**src/rtl/uop_pkg.sv**
```systemverilog
// Shared definitions for the micro-op controller: opcodes, FSM states,
// default sizes and FLAGS bit positions.
package uop_pkg;

    localparam int W_DEF    = 16;
    localparam int NREG_DEF = 8;

    localparam int FLAG_Z = 0;
    localparam int FLAG_N = 1;
    localparam int FLAG_C = 2;

    typedef enum logic [3:0] {
        OP_NOP   = 4'h0,
        OP_MOV   = 4'h1,
        OP_ADD   = 4'h2,
        OP_SUB   = 4'h3,
        OP_AND   = 4'h4,
        OP_OR    = 4'h5,
        OP_XOR   = 4'h6,
        OP_LDI   = 4'h7,
        OP_SHL   = 4'h8,
        OP_SHR   = 4'h9,
        OP_SWAP  = 4'hA,
        OP_CMP   = 4'hB,
        OP_ILL_C = 4'hC,
        OP_ILL_D = 4'hD,
        OP_ILL_E = 4'hE,
        OP_ILL_F = 4'hF
    } op_e;

    typedef enum logic [1:0] {
        S_IDLE,
        S_RD,
        S_WB,
        S_WB2
    } state_e;

    function automatic logic op_writes(op_e op);
        return op inside {OP_MOV, OP_ADD, OP_SUB, OP_AND, OP_OR, OP_XOR,
                          OP_LDI, OP_SHL, OP_SHR, OP_SWAP};
    endfunction

    function automatic logic op_sets_flags(op_e op);
        return op inside {OP_ADD, OP_SUB, OP_AND, OP_OR, OP_XOR,
                          OP_SHL, OP_SHR, OP_CMP};
    endfunction

    function automatic logic op_illegal(op_e op);
        return op inside {OP_ILL_C, OP_ILL_D, OP_ILL_E, OP_ILL_F};
    endfunction

endpackage

```
**src/rtl/uop_alu.sv**
```systemverilog
// Combinational ALU: result truncated to W bits plus {C,N,Z} for that result.
module uop_alu
    import uop_pkg::*;
#(
    parameter int W = W_DEF
) (
    input  op_e          op_i,
    input  logic [W-1:0] a_i,
    input  logic [W-1:0] b_i,
    output logic [W-1:0] res_o,
    output logic [2:0]   flags_o
);

    logic [W:0] sum;
    logic [W:0] diff;
    logic       carry;

    // Top bit of the widened difference is the unsigned borrow (A < B).
    assign sum  = {1'b0, a_i} + {1'b0, b_i};
    assign diff = {1'b0, a_i} - {1'b0, b_i};

    always_comb begin
        res_o = a_i;
        carry = 1'b0;
        unique case (op_i)
            OP_ADD:         begin res_o = sum[W-1:0];  carry = sum[W];  end
            OP_SUB, OP_CMP: begin res_o = diff[W-1:0]; carry = diff[W]; end
            OP_AND:         res_o = a_i & b_i;
            OP_OR:          res_o = a_i | b_i;
            OP_XOR:         res_o = a_i ^ b_i;
            OP_SHL:         begin res_o = {a_i[W-2:0], 1'b0}; carry = a_i[W-1]; end
            OP_SHR:         begin res_o = {1'b0, a_i[W-1:1]}; carry = a_i[0];   end
            default:        res_o = a_i;
        endcase
        flags_o         = '0;
        flags_o[FLAG_C] = carry;
        flags_o[FLAG_N] = res_o[W-1];
        flags_o[FLAG_Z] = (res_o == '0);
    end

endmodule

```
**src/rtl/uop_ctrl.sv**
```systemverilog
// Micro-op controller: IDLE -> RD (operand fetch) -> WB (write-back) -> WB2 (SWAP
// second write), driving register-file selects and holding operands and FLAGS.
module uop_ctrl
    import uop_pkg::*;
#(
    parameter int W    = W_DEF,
    parameter int NREG = NREG_DEF
) (
    input  logic                    CLK,
    input  logic                    RST,
    input  logic [W-1:0]            INSTR,
    input  logic                    IVALID,
    output logic                    IREADY,
    output logic [$clog2(NREG)-1:0] ASEL,
    output logic [$clog2(NREG)-1:0] BSEL,
    output logic [$clog2(NREG)-1:0] DSEL,
    output logic [W-1:0]            DIN,
    output logic [W-1:0]            RIN,
    input  logic [W-1:0]            ABUS,
    input  logic [W-1:0]            BBUS,
    output logic                    DONE,
    output logic                    ERR,
    output logic [2:0]              FLAGS
);

    localparam int SW = $clog2(NREG);

    state_e         state_q, state_d;
    logic [W-1:0]   instr_q;
    logic [W-1:0]   a_q, b_q;
    logic [2:0]     flags_q;
    logic           run_q;
    logic           accept;

    op_e            op;
    logic [SW-1:0]  rd, ra, rb;
    logic [W-1:0]   alu_res;
    logic [2:0]     alu_flags;

    assign op = op_e'(instr_q[15:12]);
    assign rd = SW'(instr_q[11:9]);
    assign ra = SW'(instr_q[8:6]);
    assign rb = SW'(instr_q[5:3]);

    // run_q keeps IREADY low while reset is held and releases it on the first edge after.
    assign IREADY = run_q && (state_q == S_IDLE);
    assign accept = IREADY && IVALID;
    assign FLAGS  = flags_q;

    uop_alu #(.W(W)) u_alu (
        .op_i    (op),
        .a_i     (a_q),
        .b_i     (b_q),
        .res_o   (alu_res),
        .flags_o (alu_flags)
    );

    always_ff @(posedge CLK or negedge RST) begin
        if (!RST) begin
            state_q <= S_IDLE;
            instr_q <= '0;
            a_q     <= '0;
            b_q     <= '0;
            flags_q <= '0;
            run_q   <= 1'b0;
        end else begin
            state_q <= state_d;
            run_q   <= 1'b1;
            if (accept) begin
                instr_q <= INSTR;
            end
            if (state_q == S_RD) begin
                a_q <= ABUS;
                b_q <= BBUS;
            end
            if (state_q == S_WB && op_sets_flags(op)) begin
                flags_q <= alu_flags;
            end
        end
    end

    always_comb begin
        state_d = state_q;
        ASEL    = '0;
        BSEL    = '0;
        DSEL    = '0;
        DIN     = '0;
        RIN     = '0;
        DONE    = 1'b0;
        ERR     = 1'b0;
        unique case (state_q)
            S_IDLE: begin
                if (accept) state_d = S_RD;
            end
            S_RD: begin
                ASEL    = (op == OP_LDI)  ? '0 : ra;
                BSEL    = (op == OP_SWAP) ? rd : rb;
                if (op == OP_LDI) DIN = W'(instr_q[8:0]);
                state_d = S_WB;
            end
            S_WB: begin
                RIN = alu_res;
                if (op_writes(op)) DSEL = rd;
                if (op == OP_SWAP) begin
                    state_d = S_WB2;
                end else begin
                    DONE    = 1'b1;
                    ERR     = op_illegal(op);
                    state_d = S_IDLE;
                end
            end
            S_WB2: begin
                DSEL    = ra;
                RIN     = b_q;
                DONE    = 1'b1;
                state_d = S_IDLE;
            end
            default: state_d = S_IDLE;
        endcase
    end

endmodule
```
**config.mk**
```make
export PLATFORM = sky130hd
export DESIGN_NAME = uop_ctrl
export DESIGN_NICKNAME = d
export VERILOG_FILES = /design/src/rtl/uop_pkg.sv /design/src/rtl/uop_alu.sv /design/src/rtl/uop_ctrl.sv
export SDC_FILE = /design/constraint.sdc
export NUM_CORES = 1
export LEC_CHECK = 0
export CAP_MARGIN = 0
export CORE_MARGIN = 8
export CORE_UTILIZATION = 48
export DETAILED_ROUTE_END_ITERATION = 10
export DONT_BUFFER_PORTS = 1
export HOLD_SLACK_MARGIN = 0.05
export SYNTH_ARGS = -nofsm -noshare
export SYNTH_HDL_FRONTEND = slang
export SYNTH_HIERARCHICAL = 1
export SYNTH_SLANG_ARGS = --single-unit
```
**constraint.sdc**
```tcl
create_clock -name CLK -period 7.5 [get_ports CLK]
set_clock_uncertainty 0.05 [all_clocks]
set_input_delay 1.125 -clock CLK [delete_from_list [all_inputs] [get_ports CLK]]
set_output_delay 1.125 -clock CLK [all_outputs]
set_load 0.01 [all_outputs]
```
==> Word-level counts from Yosys, hierarchy flattened <==
Index checks and enable logic that the tools add are counted.
W data, S select, Z words.
{ "word_totals": {"reg_bits": 54, "output_inout_bits": 47, "in_bits": 51} }
{ "classes": {"mux": 18, "reduce_logical": 9, "bitwise_logic": 3, "n_addsub": 2, "n_eq_ne": 19} }
{ "op_table": {"columns": ["cell", "count"], "rows": [
  ["$pmux W16 S7", 1],
  ["$eq A4 B4 Y1 const B", 8],
  ["$pmux W16 S2", 1],
  ["$mux W9", 2],
  ["$add A16 B16 Y17", 1],
  ["$sub A16 B16 Y17", 1],
  ["$and A16 B16 Y16", 1],
  ["$eq A4 B3 Y1 const B", 4],
  ["$logic_not A16 Y1", 1],
  ["$or A16 B16 Y16", 1],
  ["$xor A16 B16 Y16", 1],
  ["$mux W3", 5],
  ["$reduce_bool A10 Y1", 1],
  ["$eq A4 B2 Y1 const B", 2],
  ["$pmux W2 S4", 1],
  ["$reduce_bool A8 Y1", 1],
  ["$pmux W3 S2", 1],
  ["$eq A2 B2 Y1 const B", 2],
  ["$eq A4 B1 Y1 const B", 1],
  ["$mux W2", 2],
  ["$pmux W1 S4", 1],
  ["$reduce_bool A4 Y1", 1],
  ["$logic_and A1 B1 Y1", 3],
  ["$mux W1", 3],
  ["other kinds (5)", 5]
]} }

==> Depth between registers and ports, before layout <==
Gate-level depths: netlist of the first run.
{ "depth": {"depth_word": 5, "depth_mapped": 15, "depth_no_buf": 14} }

==> Modules after synthesis <==
The synthesis of the first run kept the hierarchy.
{ "modules_own_cells": {"columns": ["mod", "n_inst", "cells_each", "seq_area_each_um2", "area_each_um2"], "rows": [
  ["uop_alu", 1, 441, 0.0, 3064.2],
  ["uop_ctrl", 1, 199, 1351.3, 2616.3]
]} }

==> Worst setup path after synthesis of the first run <==
OpenSTA, ideal clock, no wires.
{ "synth_timing": {"path_type": "reg-to-output", "startpoint": "register a_q[0]", "endpoint": "output port RIN[14]", "arrival_time_ns": 2.892, "path_buffers": 0, "slack_ns": 3.433, "path_stages_with_launch": 15, "cell_sequence": "dfrtp_1 inv_1 ha_1 inv_1 fa_1 nor3b_2 o311ai_1 a311oi_2 or3_1 nand2_1 mux2i_1 o211a_1 a21oi_1 mux2i_1 nor2b_1"} }
{ "synth_via": {"elab_chain_len": 3, "word_cells_on_any_way": 4, "classes_between": "add/sub: 2; mux: 2"} }
{ "synth_lines": {"columns": ["element", "line_no", "rtl"], "rows": [
  ["from (decl)", "uop_ctrl.sv:30", "logic [W-1:0] a_q, b_q;"],
  ["from (signal assigned)", "uop_ctrl.sv:62", "a_q <= '0;"],
  ["from (signal assigned)", "uop_ctrl.sv:73", "a_q <= ABUS;"],
  ["$sub A16 B16 Y17 / $add A16 B16 Y17 (equally long branches)", "uop_alu.sv:20, uop_alu.sv:19", null],
  ["$pmux W16 S7 (*)", "uop_alu.sv:25", "unique case (op_i)"],
  ["named net alu_res[14]", "uop_ctrl.sv:37", "logic [W-1:0] alu_res;"],
  ["$pmux W16 S2 (*)", "uop_ctrl.sv:91", "unique case (state_q)"],
  ["to (decl)", "uop_ctrl.sv:18", "output logic [W-1:0] RIN,"]
]} }
Mark *: on every way through the listed nets, which the timed path passes. The rest lies on a longest branch.

==> Final worst setup path of the first run <==
{ "layout_timing": {"startpoint": "register instr_q[13]", "endpoint": "output port RIN[15]"} }
{ "layout_via": {"elab_chain_len": 4, "word_cells_on_any_way": 11, "classes_between": "eq/ne: 8; mux: 2; reduce/logical: 1"} }
{ "layout_lines": {"columns": ["element", "line_no", "rtl"], "rows": [
  ["from (decl)", "uop_ctrl.sv:29", "logic [W-1:0] instr_q;"],
  ["from (signal assigned)", "uop_ctrl.sv:61", "instr_q <= '0;"],
  ["from (signal assigned)", "uop_ctrl.sv:70", "instr_q <= INSTR;"],
  ["$eq A4 B2 Y1 / $eq A4 B4 Y1 (equally long branches)", "uop_alu.sv:25", null],
  ["$reduce_or A2 Y1", "uop_alu.sv:25", null],
  ["$pmux W16 S7 (*)", "uop_alu.sv:25", null],
  ["named net alu_flags[1]", "uop_ctrl.sv:38", "logic [2:0] alu_flags;"],
  ["$pmux W16 S2 (*)", "uop_ctrl.sv:91", null]
]} }
Marks and branches as above.

==> results.rst, run 1 <==
.. list-table::
   :header-rows: 1

   * - Metric
     - Value
   * - Run status
     - finished, final reports clean
   * - Shortest clock period the worst path allows after layout
     - roughly 5.0 ns
   * - Worst r2r src
     - instr_q[14]
   * - Diode count
     - 0
   * - Number of DRC violations after detailed-routing iteration 0
     - approximately 370
   * - Post-synthesis adder-cell area fraction
     - roughly 12%
   * - Synthesized-area fraction occupied by ao, oa, aoi and oai cells
     - 21.1%
   * - Most common cell after layout, fill and taps aside
     - sky130_fd_sc_hd__dfrtp_1
   * - Filler Cell Count
     - roughly 1100
   * - DRC violation count after routing
     - 0
   * - Number of enable flip-flop cells after synthesis
     - 0
   * - Pwr/cell area
     - 420 nW/um^2
   * - Mux cell area share after synthesis
     - 15.6%
   * - Clk Latency, worst-skew pair
     - about 0.3 ns
   * - Initial core utilization
     - 49.5%
   * - Maximum cell stage delay along the critical path
     - slightly below 0.9 ns
   * - All-layer global routing usage
     - about 22%
   * - Layout Area Growth over Synthesis
     - 3.59%
   * - Layout cell share with drive strength beyond 1
     - between 10% and 20%
   * - Synthesized-area fraction occupied by xor and xnor cells
     - 0.154%
   * - Fraction of synthesized cell area taken by the top area cell type
     - 23.8%
   * - Synth top area cells
     - sky130_fd_sc_hd__dfrtp_1 24%, sky130_fd_sc_hd__ha_1 11%, sky130_fd_sc_hd__mux2_2 9.9%, sky130_fd_sc_hd__mux2i_1 4.6%, sky130_fd_sc_hd__inv_1 3.2%
   * - Count of final max-slew check failures
     - 0
   * - Top Ports
     - 98
   * - Smallest setup slack after layout
     - roughly 2.5 ns
   * - Hold-fix buffers at CTS
     - 0
   * - Main combinational cell family by area after synthesis
     - compound AO/OA/AOI/OAI gates
   * - Sum of overflow across all layers after global routing
     - 0
   * - Worst Min Path Start
     - instr_q[1]
   * - Proportion of synthesized flip-flops having asynchronous set or reset
     - 100%
   * - Number of global-route vias before repair
     - 5014
   * - Cell taking the most area after synthesis
     - sky130_fd_sc_hd__dfrtp_1
   * - Inserted Clock Buffers
     - 5
   * - Final Instance Area
     - 5880 um^2
   * - Worst hold path depth
     - 1
   * - Maximum Capacitance Violations
     - 0
   * - Total Wirelength
     - 17.7 mm
   * - Placer Congestion
     - 0.950
   * - Worst setup path class
     - reg2out
   * - Pin count of the biggest net entering global routing
     - 55
   * - Length of the first detailed-routing pass in iterations
     - 5
   * - Achievable frequency
     - 0.201 GHz
   * - H-tree Lvls
     - 2
   * - Initial antenna violation count
     - 0
   * - Sort of element at the start of the critical path
     - flip-flop
   * - TritonCTS clock tree
     - done
   * - Final instance count without filler cells
     - 759
   * - Remaining max-slew budget at the tightest pin
     - between 20% and 30%
   * - Placed cell count
     - 751
   * - Cell area after synthesis
     - 5680 um^2
   * - Largest driver fanout on the critical path
     - 23
   * - Required time at the endpoint of the critical path
     - roughly 6.3 ns
   * - Cell variety after synth
     - 76
   * - Period Utilization, post-route
     - 66.2%
   * - Register area share after synthesis
     - 23.8%
   * - Buffer depth of the longest clock path
     - 2
   * - Endpoint of the worst register-to-register path
     - FLAGS[0]
   * - Setup slack of the most critical reg-to-reg path
     - 3.28 ns
   * - Worst Setup Slack post-DPL
     - 2.92 ns
   * - Resize count post-CTS
     - 0
   * - RSZ-0062 raised after global routing
     - no
   * - CTS sink count
     - 54
   * - Std-Cell Rows
     - 39
   * - Count of synthesis-stage warnings from yosys
     - 6
   * - Worst Hold Class
     - reg2reg
   * - Cells along the critical path
     - buf_4 -> or4b_2 -> nor4_1 -> nand2_1 -> mux2_2 -> o2111ai_1 -> a32oi_1 -> o31ai_1 -> mux2i_1 -> nor2b_1
   * - Leakage
     - approximately 0.0025 uW
   * - Area of the die
     - 15600 um^2
   * - Post-layout power
     - between 2000 and 2500 uW
   * - Via-per-instance ratio
     - 6.60
   * - Arrival time at the worst endpoint
     - roughly 3.8 ns
   * - Library cell contributing the largest single delay on the critical path
     - sky130_fd_sc_hd__or4b_2
   * - Vertical die dimension
     - 125 um
   * - Count of state elements after synthesis
     - 54
   * - Wire length of the first global-routing pass
     - 27.6 mm
   * - Number of cells on the worst reg-to-reg path
     - 11
   * - Kind of end point of the critical path
     - output port
   * - Area share of and/or/nand/nor cells after synthesis
     - 19.1%
   * - Area after detailed placement
     - 5720 um^2
   * - Number of setup buffers added after CTS
     - 0
   * - Setup TNS
     - 0 ns
   * - Final routed wire length divided by cell count
     - ~23 um
   * - Average cell area after synthesis
     - 8.88 um^2
   * - Worst Hold End
     - instr_q[1]
   * - Synth Flop Type
     - sky130_fd_sc_hd__dfrtp_1
   * - Clock transition time at the flip-flop clock pins of the worst setup and hold paths
     - 0.07 ns
   * - Final setup fails
     - 0
   * - Area of the core
     - 11500 um^2
   * - Placed wire-length estimate after detailed placement
     - 13.2 mm
   * - # nets final
     - 720
   * - Antenna-violating nets left
     - 0
   * - Synthesized netlist cell count
     - 640
   * - Final-report hold violation count
     - 0
   * - Clock Tree Root
     - sky130_fd_sc_hd__clkbuf_16
   * - VDD IR max
     - between 150 and 200 uV
   * - Die extent in x
     - between 100 and 150 um
   * - Port Buffers
     - 0
   * - Most used cells in the layout excluding fill and tap cells
     - 54 x sky130_fd_sc_hd__dfrtp_1, 52 x sky130_fd_sc_hd__ha_1, 50 x sky130_fd_sc_hd__mux2_2
   * - Worst slew pin tran
     - about 1.2 ns
   * - Total number of vias
     - 5013
[cell type report]
cell class | count | area [um^2] | area share (%)
Inverter | 48 | 180 | 3.06
Sequential cell | 54 | 1350 | 23.0
Clock inverter | 2 | 37.5 | 0.638
Tap cell | 143 | 179 | 3.04
Clock buffer | 6 | 129 | 2.19
Multi-Input combinational cell | 497 | 3940 | 67.0
Timing Repair Buffer | 9 | 67.6 | 1.15
[worst max-delay path, delay by kind of cell (launching register included)]
family          cells  cell delay (ns)
buf+inv             1             0.39
mux                 2             0.42
compound gates      3             0.37
simple gates        4             1.58
flops               1             0.72
[how the worst max path moves through the flow]
| stage | startpoint | to | slack (ns) | depth (start not counted) |
|---|---|---|---|---|
| after CTS | instr_q[13] | RIN[15] | 2.57 | 10 |
| after floorplan | a_q[0] | RIN[14] | 3.43 | 14 |
| final | instr_q[13] | RIN[15] | 2.54 | 10 |
| after detailed placement | instr_q[13] | RIN[15] | 2.92 | 10 |
| after global placement | instr_q[13] | RIN[15] | 3.00 | 10 |
| after global routing | instr_q[13] | RIN[15] | 2.36 | 10 |
[report_power, final]
part	total (uW)	switching (uW)	internal, uW
registers	570	186	384
logic	1630	968	666
clock network	266	108	158
total	2470	1260	1210
[state kept, by name, summed over array words and instances (netlist names)]
signal / cells
a_q: 16
instr_q: 16
FLAGS: 3
b_q: 16
state_q: 2
run_q: 1
[cell families after synthesis]
logic type / after synthesis
simple gates: 189
compound gates: 164
buf+inv: 95
mux: 81
fa+ha+maj: 54
flops: 54
other cells: 2
xor+xnor: 1
[Yosys cell counts (all sizes together) (3+ instances only)]
master	n
a2111oi	3
a211o	3
a211oi	12
a21o	7
a21oi	30
a221o	4
a221oi	6
a22oi	11
a31oi	3
a32o	5
a32oi	3
and2	13
and3	6
buf	29
clkbuf	18
dfrtp	54
ha	52
inv	48
mux2	55
mux2i	26
nand2	20
nand2b	9
nand3	8
nand3b	6
nand4b	3
nor2	45
nor2b	24
nor3	19
nor3b	4
nor4	8
nor4b	5
o2111ai	5
o211ai	9
o21a	3
o21ai	24
o21bai	5
o221ai	5
o22ai	6
o31ai	5
o32ai	3
or3	6
[metrics by stage]
step / utilization (%) / hold WS (ns)
after global placement: 49.9 / 0.434
final: 51.3 / 0.454
after CTS: 51.3 / 0.457
after global routing: 51.3 / 0.455
after detailed placement: 49.9 / 0.441
after floorplan: - / 0.422
[layer usage]
| layer | up-vias | part of all wire, % | track usage, % |
|---|---|---|---|
| li1 | 2293 | - | - |
| met1 | 2470 | 42 | 26.5 |
| met2 | 219 | 48 | 35.8 |
| met3 | 31 | 8.5 | 5.57 |
| met4 | 0 | 2.0 | 7.02 |
| met5 | - | 0 | 0 |
Note: power is estimated with default switching activity, not from simulation.
==> run 2, diff against run 1 <==
--- a/config.mk
+++ b/config.mk
@@ -11,6 +11,7 @@
 export DETAILED_ROUTE_END_ITERATION = 10
 export DONT_BUFFER_PORTS = 1
 export HOLD_SLACK_MARGIN = 0.05
+export PLACE_DENSITY = 0.65
 export SYNTH_ARGS = -nofsm -noshare
 export SYNTH_HDL_FRONTEND = slang
 export SYNTH_HIERARCHICAL = 1
==> constraint.sdc (replaced) <==
create_clock -name CLK -period 4.1 [get_ports CLK]
set_clock_uncertainty 0.05 [all_clocks]
set_input_delay 0.615 -clock CLK [delete_from_list [all_inputs] [get_ports CLK]]
set_output_delay 0.615 -clock CLK [all_outputs]
set_load 0.01 [all_outputs]
==> run 2 against run 1 <==
Net effect:
- combinational power rose by 110%
- critical endpoint is now RIN[14]
- largest cell class unchanged
- register-to-register slack worse by 3.0 ns
- highest routed layer unchanged
- die area unchanged
- non-clock buffer count grew 26
- largest power group unchanged
- design area up 4.7%
==> results.rst, run 2 (synthesis results as in run 1) <==
.. list-table::
   :header-rows: 1

   * - Metric
     - Value
   * - Run status
     - finished, final reports clean
   * - Initial core utilization
     - 49.5% (unchanged)
   * - TritonCTS clock tree
     - done
   * - Largest driver fanout on the critical path
     - 4 (-83%)
   * - Arrival time at the worst endpoint
     - 3.32 ns (-0.47 ns)
   * - Length of the first detailed-routing pass in iterations
     - 7 (+2)
   * - Placed wire-length estimate after detailed placement
     - 13.8 mm (+4.8%)
   * - Most common cell after layout, fill and taps aside
     - sky130_fd_sc_hd__dfrtp_1
   * - Count of final max-slew check failures
     - 0 (unchanged)
   * - Port Buffers
     - 0 (unchanged)
   * - Initial antenna violation count
     - 0 (unchanged)
   * - Filler Cell Count
     - 1007 (-5.6%)
   * - Layout Area Growth over Synthesis
     - 8.44%
   * - Buffers and inverters on the worst path
     - 3 (+2)
   * - Global-route track usage on met1
     - 28.7% (+2.2 points)
   * - Layout cell share with drive strength beyond 1
     - 20.9% (+5.9 points)
   * - Final setup fails
     - 0 (unchanged)
   * - Shortest clock period the worst path allows after layout
     - between 3 and 4 ns
   * - Final routed wire length divided by cell count
     - 22.8 um (-1.9%)
   * - Global Route met2 Usage
     - 33.3% (-2.5 points)
   * - Wire length of the first global-routing pass
     - 28.2 mm (+2.1%)
   * - Required time at the endpoint of the critical path
     - 3.43 ns (-2.89 ns)
   * - Inserted Clock Buffers
     - 5 (unchanged)
   * - Post-layout power
     - 4810 uW (+95%)
   * - Diode count
     - 0 (unchanged)
   * - # nets final
     - 746 (+3.6%)
   * - Placer Congestion
     - 1.01 (+6.6%)
   * - Remaining max-slew budget at the tightest pin
     - 52.1% (+32 points)
   * - Vertical die dimension
     - 125 um (unchanged)
   * - Std-Cell Rows
     - 39 (unchanged)
   * - Kind of end point of the critical path
     - output port
   * - Regs by FF count
     - a_q x16, b_q x16, instr_q x16
   * - Most frequent cell on the critical path
     - sky130_fd_sc_hd__buf_4
   * - Number of DRC violations after detailed-routing iteration 0
     - 450 (+22%)
   * - Sort of element at the start of the critical path
     - flip-flop
   * - Pin count of the biggest net entering global routing
     - 55 (unchanged)
   * - Total number of vias
     - 5195 (+3.6%)
   * - RSZ-0062 raised after global routing
     - yes
   * - Die extent in x
     - 125 um (unchanged)
   * - Period Utilization, post-route
     - 97.3%
   * - CP delay by family, top
     - compound AO/OA/AOI/OAI gates
   * - GRT busiest layer
     - met2
   * - Clock Tree Root
     - sky130_fd_sc_hd__clkbuf_16
   * - Total Wirelength
     - 17.9 mm (+1.4%)
   * - Clk Latency, worst-skew pair
     - 0.30 ns (about the same)
   * - Antenna-violating nets left
     - 0 (unchanged)
   * - Most used cells in the layout excluding fill and tap cells
     - 52 x sky130_fd_sc_hd__dfrtp_1, 50 x sky130_fd_sc_hd__mux2_2, 48 x sky130_fd_sc_hd__inv_1, 48 x sky130_fd_sc_hd__ha_1, 45 x sky130_fd_sc_hd__nor2_1
   * - Maximum cell stage delay along the critical path
     - 0.41 ns (-0.48 ns)
   * - VDD IR max
     - 507 uV (+160%)
   * - Smallest setup slack after layout
     - 0.111 ns (-2.43 ns)
   * - H-tree Lvls
     - 2 (unchanged)
   * - Final-report hold violation count
     - 0 (unchanged)
   * - Achievable frequency
     - 0.251 GHz
   * - Area of the die
     - 15600 um^2 (unchanged)
   * - Worst setup path class
     - reg2out
   * - Leakage
     - 0.00260 uW (+5.2%)
   * - Sum of overflow across all layers after global routing
     - 0 (unchanged)
   * - Buffer depth of the longest clock path
     - 2 (unchanged)
   * - Worst slew pin tran
     - 0.716 ns (-0.472 ns)
   * - Worst Setup Slack post-DPL
     - 0.214 ns (-2.71 ns)
   * - Pwr/cell area
     - 780 nW/um^2 (+86%)
   * - Via-per-instance ratio
     - 6.62 (+0.20%)
   * - Maximum Capacitance Violations
     - 0 (unchanged)
   * - Area of the core
     - 11500 um^2 (unchanged)
   * - Global Route met3 Usage
     - 6.17% (+0.60 points)
   * - Setup TNS
     - 0 ns (unchanged)
   * - Worst Hold Class
     - in2async
   * - Library cell contributing the largest single delay on the critical path
     - sky130_fd_sc_hd__fa_1
   * - Top Ports
     - 98 (unchanged)
   * - All-layer global routing usage
     - 22.0% (+0.45 points)
   * - Cells along the critical path
     - buf_4 -> ha_2 -> inv_1 -> fa_1 -> nor2b_1 -> o31ai_1 -> buf_4 -> a211o_1 -> a31oi_4 -> a31o_2 -> xnor2_1 -> o211a_1 -> a21oi_2 -> mux2i_1 -> nor2b_2
   * - Clock transition time at the flip-flop clock pins of the worst setup and hold paths
     - 0.07 ns (about the same)
   * - CTS sink count
     - 54 (unchanged)
   * - Worst hold margin
     - 0.124 ns (-0.330 ns)
   * - Number of global-route vias before repair
     - 5083 (+1.4%)
   * - DRC violation count after routing
     - 0 (unchanged)
[run 2: cell types whose count changed in the layout (fill, tap and decap cells not counted), moves of 2 or more]
cell	previous run	this run
sky130_fd_sc_hd__dfrtp_2	0	2
sky130_fd_sc_hd__ha_2	0	4
sky130_fd_sc_hd__ha_1	52	48
sky130_fd_sc_hd__dfrtp_1	54	52
sky130_fd_sc_hd__nor3_1	18	16
sky130_fd_sc_hd__buf_4	9	33
sky130_fd_sc_hd__nor3_2	1	3
[run 2: report_power, final]
| part | internal, uW | switching [uW] | total, uW |
|---|---|---|---|
| registers | 706 | 282 | 988 |
| clock network | 250 | 203 | 453 |
| logic | 1390 | 1980 | 3370 |
[run 2: worst register-to-register path: cells and delay by family, from the launching register on]
kind,cells,cell delay [ns]
adder cells (fa/ha/maj),1,0.52
AO/OA/AOI/OAI,3,1.00
flip-flops,1,0.44
AND/OR/NAND/NOR,6,1.48
multiplexers,1,0.19
buffers and inverters,1,0.10
[run 2: routing by layer]
layer / vias up / share of wire (%)
met2: 323 / 43
met3: 51 / 12
li1: 2344 / -
met4: 0 / 3.1
met1: 2477 / 42
met5: - / 0
[run 2: path summary, 6_finish.rpt]
path	from	end	slack, ns	depth (start not counted)
max	a_q[0]	RIN[14]	0.11	15
min	RST	instr_q[6]	0.12	1
max reg2reg	b_q[4]	FLAGS[0]	0.28	12
min reg2reg	instr_q[2]	instr_q[2]	0.46	1
max in group asynchronous	RST	a_q[8]	3.64	1
min in group CLK	BBUS[5]	b_q[5]	0.41	1
[run 2: final cells by class]
cell class / instances / area, um^2 / share of cell area [%]
clock buffers: 6 / 139 / 2.25
clock inverters: 2 / 20.0 / 0.325
inverters: 48 / 180 / 2.93
multi-input cells: 497 / 3990 / 64.8
flip-flops and latches: 54 / 1350 / 22.0
well taps: 143 / 179 / 2.90
repair buffers: 35 / 295 / 4.79
[run 2: what timing repair did]
action                     CTS  global route
hold endpoints to repair    54             0
gates resized for setup      4            13
hold buffers                 1             0
setup endpoints to repair    2             4
pin swaps                    1             5
buffers inserted             0             2
[run 2: per-stage QoR]
step,util (%),cells,cell area (um^2)
after CTS,53.2,783,6100
after detailed placement,51.4,774,5890
after global routing,53.7,785,6160
after global placement,51.4,774,5890
final,53.7,785,6160
after floorplan,-,646,5700
